### config.mk
export PLATFORM = sky130hd
export DESIGN_NAME = pll_reconfig_ctrl
export DESIGN_NICKNAME = d
export VERILOG_FILES = /design/src/rtl/pll_reconfig_ctrl.sv
export SDC_FILE = /design/constraint.sdc
export NUM_CORES = 1
export LEC_CHECK = 0
export ABC_AREA = 1
export CAP_MARGIN = 20
export CELL_PAD_IN_SITES_DETAIL_PLACEMENT = 1
export CELL_PAD_IN_SITES_GLOBAL_PLACEMENT = 2
export CORE_MARGIN = 5
export CORE_UTILIZATION = 42
export CTS_BUF_LIST = sky130_fd_sc_hd__clkbuf_4
export CTS_CLUSTER_DIAMETER = 60
export DETAILED_ROUTE_END_ITERATION = 6
export DONT_BUFFER_PORTS = 1
export PLACE_DENSITY_LB_ADDON = 0.12
export SYNTH_ARGS = -nofsm -noshare
export SYNTH_HDL_FRONTEND = slang
export SYNTH_SLANG_ARGS = --single-unit
### constraint.sdc
create_clock -name clkin -period 3.1 [get_ports clkin]
set_input_delay 0.465 -clock clkin [delete_from_list [all_inputs] [get_ports clkin]]
set_output_delay 0.465 -clock clkin [all_outputs]
set_load 0.005 [all_outputs]
### src/rtl/pll_reconfig_ctrl.sv
// pll_reconfig_ctrl: PLLVR reset/lock supervisor with dynamic divider profile switching
module pll_reconfig_ctrl #(
    parameter int          NUM_PROFILES    = 4,
    parameter logic [47:0] PROF_IDSEL      = 48'h0,
    parameter logic [47:0] PROF_FBDSEL     = 48'h0,
    parameter logic [47:0] PROF_ODSEL      = 48'h0,
    parameter int          DEFAULT_PROFILE = 0,
    parameter int          RESET_HOLD      = 16,
    parameter int          LOCK_TIMEOUT    = 65535,
    parameter int          STABLE_CYCLES   = 1024,
    parameter int          RETRY_MAX       = 3
) (
    input  logic       clkin,
    input  logic       resetn,
    input  logic       req,
    input  logic [2:0] req_profile,
    output logic       req_ack,
    output logic       req_err,
    input  logic       pll_lock,
    output logic       pll_reset,
    output logic [5:0] idsel,
    output logic [5:0] fbdsel,
    output logic [5:0] odsel,
    output logic       locked,
    output logic       clk_rstn,
    output logic       busy,
    output logic       fault,
    output logic [2:0] active_profile,
    output logic [1:0] retry_cnt
);
    localparam int MAX_HL = (RESET_HOLD > LOCK_TIMEOUT) ? RESET_HOLD : LOCK_TIMEOUT;
    localparam int MAXC   = (MAX_HL > STABLE_CYCLES) ? MAX_HL : STABLE_CYCLES;
    localparam int CW     = $clog2(MAXC) + 1;
    localparam int RW0    = $clog2(RETRY_MAX + 2);
    localparam int RW     = (RW0 < 2) ? 2 : RW0;
    localparam logic [CW-1:0] HOLD_END = CW'(RESET_HOLD - 1);
    localparam logic [CW-1:0] WAIT_END = CW'(LOCK_TIMEOUT - 1);
    // The cycle that moves WAIT into STABLE already saw lock_s=1, so it is the first stable cycle
    localparam logic [CW-1:0] STB_END  = CW'((STABLE_CYCLES > 1) ? STABLE_CYCLES - 2 : 0);
    localparam logic [2:0]    DEF_P    = 3'(DEFAULT_PROFILE);

    typedef enum logic [2:0] {S_HOLD, S_WAIT, S_STABLE, S_RUN, S_FAULT} state_t;

    function automatic logic [5:0] tab_sel(input logic [47:0] tab, input logic [2:0] p);
        return 6'(tab >> (6 * int'(p)));
    endfunction

    state_t        state_q, state_d;
    logic [CW-1:0] cnt_q, cnt_d;
    logic [RW-1:0] retry_q, retry_d;
    logic [2:0]    prof_q, prof_d;
    logic [5:0]    idsel_q, fbdsel_q, odsel_q;
    logic [1:0]    rsync_q, lsync_q;
    logic          req_ack_q, req_ack_d, req_err_q, req_err_d;
    logic          pll_reset_q, locked_q, clk_rstn_q, busy_q, fault_q;
    logic          rst_n, lock_s, accept, load_div;

    assign rst_n    = rsync_q[1];
    assign lock_s   = lsync_q[1];
    assign accept   = req && (state_q == S_RUN || state_q == S_FAULT) && int'(req_profile) < NUM_PROFILES;
    assign load_div = state_d == S_HOLD && state_q != S_HOLD;

    // Reset asserts asynchronously and releases two clkin edges later
    always_ff @(posedge clkin or negedge resetn) begin
        if (!resetn) rsync_q <= 2'b00;
        else         rsync_q <= {rsync_q[0], 1'b1};
    end

    // Bring the asynchronous PLL lock into the clkin domain
    always_ff @(posedge clkin or negedge rst_n) begin
        if (!rst_n) lsync_q <= 2'b00;
        else        lsync_q <= {lsync_q[0], pll_lock};
    end

    // Sequencer next state; an accepted request overrides whatever the state would do
    always_comb begin
        state_d   = state_q;
        retry_d   = retry_q;
        prof_d    = prof_q;
        req_ack_d = 1'b0;
        req_err_d = 1'b0;
        case (state_q)
            S_HOLD:   state_d = (cnt_q == HOLD_END) ? S_WAIT : S_HOLD;
            S_WAIT: begin
                if (lock_s) begin
                    state_d = S_STABLE;
                end else if (cnt_q == WAIT_END) begin
                    retry_d = retry_q + RW'(1);
                    state_d = (int'(retry_d) > RETRY_MAX) ? S_FAULT : S_HOLD;
                end
            end
            S_STABLE: begin
                if (!lock_s) begin
                    state_d = S_WAIT;
                end else if (cnt_q == STB_END) begin
                    state_d = S_RUN;
                    retry_d = '0;
                end
            end
            S_RUN: begin
                if (!lock_s) begin
                    state_d = S_HOLD;
                    retry_d = '0;
                end
            end
            S_FAULT:  state_d = S_FAULT;
            default:  state_d = S_HOLD;
        endcase
        if (req) begin
            req_ack_d = accept;
            req_err_d = !accept;
        end
        if (accept) begin
            prof_d  = req_profile;
            retry_d = '0;
            state_d = S_HOLD;
        end
        cnt_d = (state_d != state_q || state_q == S_RUN || state_q == S_FAULT) ? '0 : cnt_q + CW'(1);
    end

    // State, counters and status outputs are registered from the next state
    always_ff @(posedge clkin or negedge rst_n) begin
        if (!rst_n) begin
            state_q     <= S_HOLD;
            cnt_q       <= '0;
            retry_q     <= '0;
            prof_q      <= DEF_P;
            req_ack_q   <= 1'b0;
            req_err_q   <= 1'b0;
            pll_reset_q <= 1'b1;
            locked_q    <= 1'b0;
            clk_rstn_q  <= 1'b0;
            busy_q      <= 1'b1;
            fault_q     <= 1'b0;
        end else begin
            state_q     <= state_d;
            cnt_q       <= cnt_d;
            retry_q     <= retry_d;
            prof_q      <= prof_d;
            req_ack_q   <= req_ack_d;
            req_err_q   <= req_err_d;
            pll_reset_q <= state_d == S_HOLD || state_d == S_FAULT;
            locked_q    <= state_d == S_RUN;
            clk_rstn_q  <= state_d == S_RUN;
            busy_q      <= !(state_d == S_RUN || state_d == S_FAULT);
            fault_q     <= state_d == S_FAULT;
        end
    end

    // Dividers change only on entry to HOLD so they are settled before PLL reset releases
    always_ff @(posedge clkin or negedge rst_n) begin
        if (!rst_n) begin
            idsel_q  <= tab_sel(PROF_IDSEL, DEF_P);
            fbdsel_q <= tab_sel(PROF_FBDSEL, DEF_P);
            odsel_q  <= tab_sel(PROF_ODSEL, DEF_P);
        end else if (load_div) begin
            idsel_q  <= tab_sel(PROF_IDSEL, prof_d);
            fbdsel_q <= tab_sel(PROF_FBDSEL, prof_d);
            odsel_q  <= tab_sel(PROF_ODSEL, prof_d);
        end
    end

    assign req_ack        = req_ack_q;
    assign req_err        = req_err_q;
    assign pll_reset      = pll_reset_q;
    assign idsel          = idsel_q;
    assign fbdsel         = fbdsel_q;
    assign odsel          = odsel_q;
    assign locked         = locked_q;
    assign clk_rstn       = clk_rstn_q;
    assign busy           = busy_q;
    assign fault          = fault_q;
    assign active_profile = prof_q;
    assign retry_cnt      = (int'(retry_q) > 3) ? 2'd3 : retry_q[1:0];
endmodule
==> metrics.txt <==
number of max-cap violations=0; DRT iter0 DRCs=45; CP max FO=17; DR pass1 iterations=4; CTS Buf Count=5; total track usage=0.150; Mapped Area=0.00204 mm2; Post-CTS Resized=0; # rows=25; Power per Cell Area=768 mW/mm2; die height=79.6 um; cells after synthesis=235; post-layout min period=2.15 ns; Synth Area in Compound Gates=0.0369; RR Startpoint=cnt_q[0]$_DFF_PN0_; critical path's most frequent cell=nand2_1; # fillers=576; CTS Hold Buffers Added=1; CTS H-tree depth=2; Worst Setup Slack, final=0.946 ns; max-slew violation count=0; Final #Nets=253; final hold violations=0; number of global-route vias before repair=1,532; startpoint types=register; crit path kind=reg2reg; RSZ-0062 raised after global routing=false; post-synthesis mux area share=0; R2R depth=14; post-synthesis sequential area ratio=0.444; CP cell instances=inv_1 > ha_1 > nand2_1 > nor2_1 > nand2_1 > inv_1 > nand2_1 > nand2_1 > nand2_1 > nand2_1 > nand2_1 > nand2_1 > nand3_4 > nor2_1; Buffers & Inverters on Critical Path=2; Setup TNS=0 ns; final setup fails=0; Synth cell types=27; drt drc=0; Clock Tree Buf Depth=2; Post-CTS Setup Inserts=0; WL/cell=13.6 um; Via Count=1,429; fmax=464 MHz; CTS clk-pin slew, worst paths=0.12 ns; I/O pin count=37; XOR/XNOR Fraction of Synth Area=0.0559; Core ar.=0.00472 mm2; GR Overflow Total=0; CP arrival=2.43 ns; Simple-Gate Fraction of Synth Area=0.301; CP max stage cell=dfrtp_1; Tcrit/Tclk final=0.695; r2r endpoint=cnt_q[1]$_DFF_PN0_; clock sinks=36; path type of the worst min-delay path=reg2async; RePlAce Congestion=0.785; commonest non-fill, non-tap cell in the layout=nand2_1; Worst Setup End Kind=register; Req. time, crit path=3.38 ns; Crit path largest cell delay=0.43 ns; top cell family by delay on the critical path=simple AND/OR/NAND/NOR gates; total number of yosys warnings=0; clk_lat worst skew=0.35 ns; Core Util, Final=0.449; wirelength, routed=4200 um; main combinational cell family by area after synthesis=simple AND/OR/NAND/NOR gates; worst ir drop on vdd=428 uV; die width=79.6 um; skew final=0.0110 ns; Yosys top cell by area=dfrtp_1; Ant. Diodes=0; top cells by area, synth=dfrtp_1 42%, nand2_1 7.7%, buf_4 7.0%; Die ar.=0.00634 mm2; outcome=finished, final reports clean; Mean Syn Cell Area=8.66 um2; Synth Register Bits=36; largest net degree at the start of global routing=34; PortBufs=0; Root Driver=clkbuf_4; Area Overhead vs Synth=4.24%; first-pass GRT wire length=7330 um; CTS tree=built; antenna violations before repair=0; DR vias/cell=4.62; initial core utilization=0.431; Post-Place Worst Slack=0.958 ns; register-to-register setup slack=0.95 ns; hpwl dp=3210 um; Adder-Cell Fraction of Synth Area=0.0307; top cell type's share of synthesized area=0.418; commonest non-fill, non-tap cells in the layout=42 x nand2_1, 34 x nor2_1, 34 x dfrtp_1; layout cell share with drive strength beyond 1=0.136; Routed Antenna Nets=0; Leak=1.01 nW
==> metrics by stage <==
stage	hold slack (ns)	power [mW]	std cells	instance area, um2
6_report	0.0229	1.63	309	2120
3_5_place_dp	0.0166	1.30	300	2030
5_1_grt	0.0357	1.78	309	2120
3_3_place_gp	0.0111	1.26	300	2030
2_1_floorplan	0.169	1.24	252	2100
4_1_cts	0.0251	1.66	309	2120
==> per-layer routing <==
layer  routed length (um)  track usage
met1                 1900        0.189
met2                 2060        0.245
met3                  182       0.0474
met4                   57       0.0447
met5                    0            0
==> report_power, final <==
group	leakage, nW	switching, mW	internal (mW)	total (mW)
sequential	0.469	0.0731	0.550	0.623
combinational	0.501	0.475	0.182	0.656
clock	0.0418	0.178	0.172	0.350
total	1.01	0.725	0.904	1.63
==> synthesized netlist by cell type, drive strengths merged <==
master / n
a21oi: 2
a31oi: 1
buf: 20
clkinv: 1
conb: 2
dfrtp: 34
dfstp: 2
ha: 5
inv: 25
nand2: 46
nand3: 11
nand4: 5
nor2: 48
nor3: 8
nor4: 1
o21ai: 10
o31a: 1
xnor2: 4
xor2: 9
==> worst max path at each step <==
stage | startpoint | to | slack [ns] | cells past startpoint
after floorplan | cnt_q[0]$_DFF_PN0_ | cnt_q[13]$_DFF_PN0_ | 1.38 | 14
after global placement | cnt_q[0]$_DFF_PN0_ | cnt_q[1]$_DFF_PN0_ | 1.03 | 14
after detailed placement | cnt_q[0]$_DFF_PN0_ | cnt_q[1]$_DFF_PN0_ | 0.96 | 14
after CTS | cnt_q[0]$_DFF_PN0_ | cnt_q[1]$_DFF_PN0_ | 0.90 | 14
after global routing | cnt_q[0]$_DFF_PN0_ | cnt_q[2]$_DFF_PN0_ | 0.74 | 14
final | cnt_q[0]$_DFF_PN0_ | cnt_q[1]$_DFF_PN0_ | 0.95 | 14
==> registers in the layout (all words and copies together) (netlist names) <==
register	cells
pll_reset	1
retry_q	3
active_profile	3
rsync_q	2
state_q	3
clk_rstn	1
req_err	1
busy	1
fault	1
req_ack	1
lsync_q	2
cnt_q	17
==> worst reg2reg max path, stage by stage (launching register included) <==
cell and delay (ns):
dfrtp_1 0.43, inv_1 0.07, ha_1 0.14, nand2_1 0.05, nor2_1 0.13, nand2_1 0.10, inv_1 0.06, nand2_1 0.06
nand2_1 0.06, nand2_1 0.05, nand2_1 0.12, nand2_1 0.14, nand2_1 0.14, nand3_4 0.33, nor2_1 0.21
==> area by class of cell <==
class                   instances  area (um2)  share of cell area
clock buffers                   5        37.5              0.0177
repair buffers                  2        17.5             0.00825
flip-flops and latches         36         903               0.426
inverters                      26        97.6              0.0460
multi-input cells             170         936               0.441
clock inverters                 3        46.3              0.0218
well taps                      67        83.8              0.0395
==> kinds of logic after synthesis <==
logic type,Yosys count
buffers and inverters,46
adders and majority gates,5
other,2
and+or+nand+nor,119
DFF,36
AOI/OAI and AO/OA,14
xor gates and xnor gates,13
(Power assumes the default switching activity.)
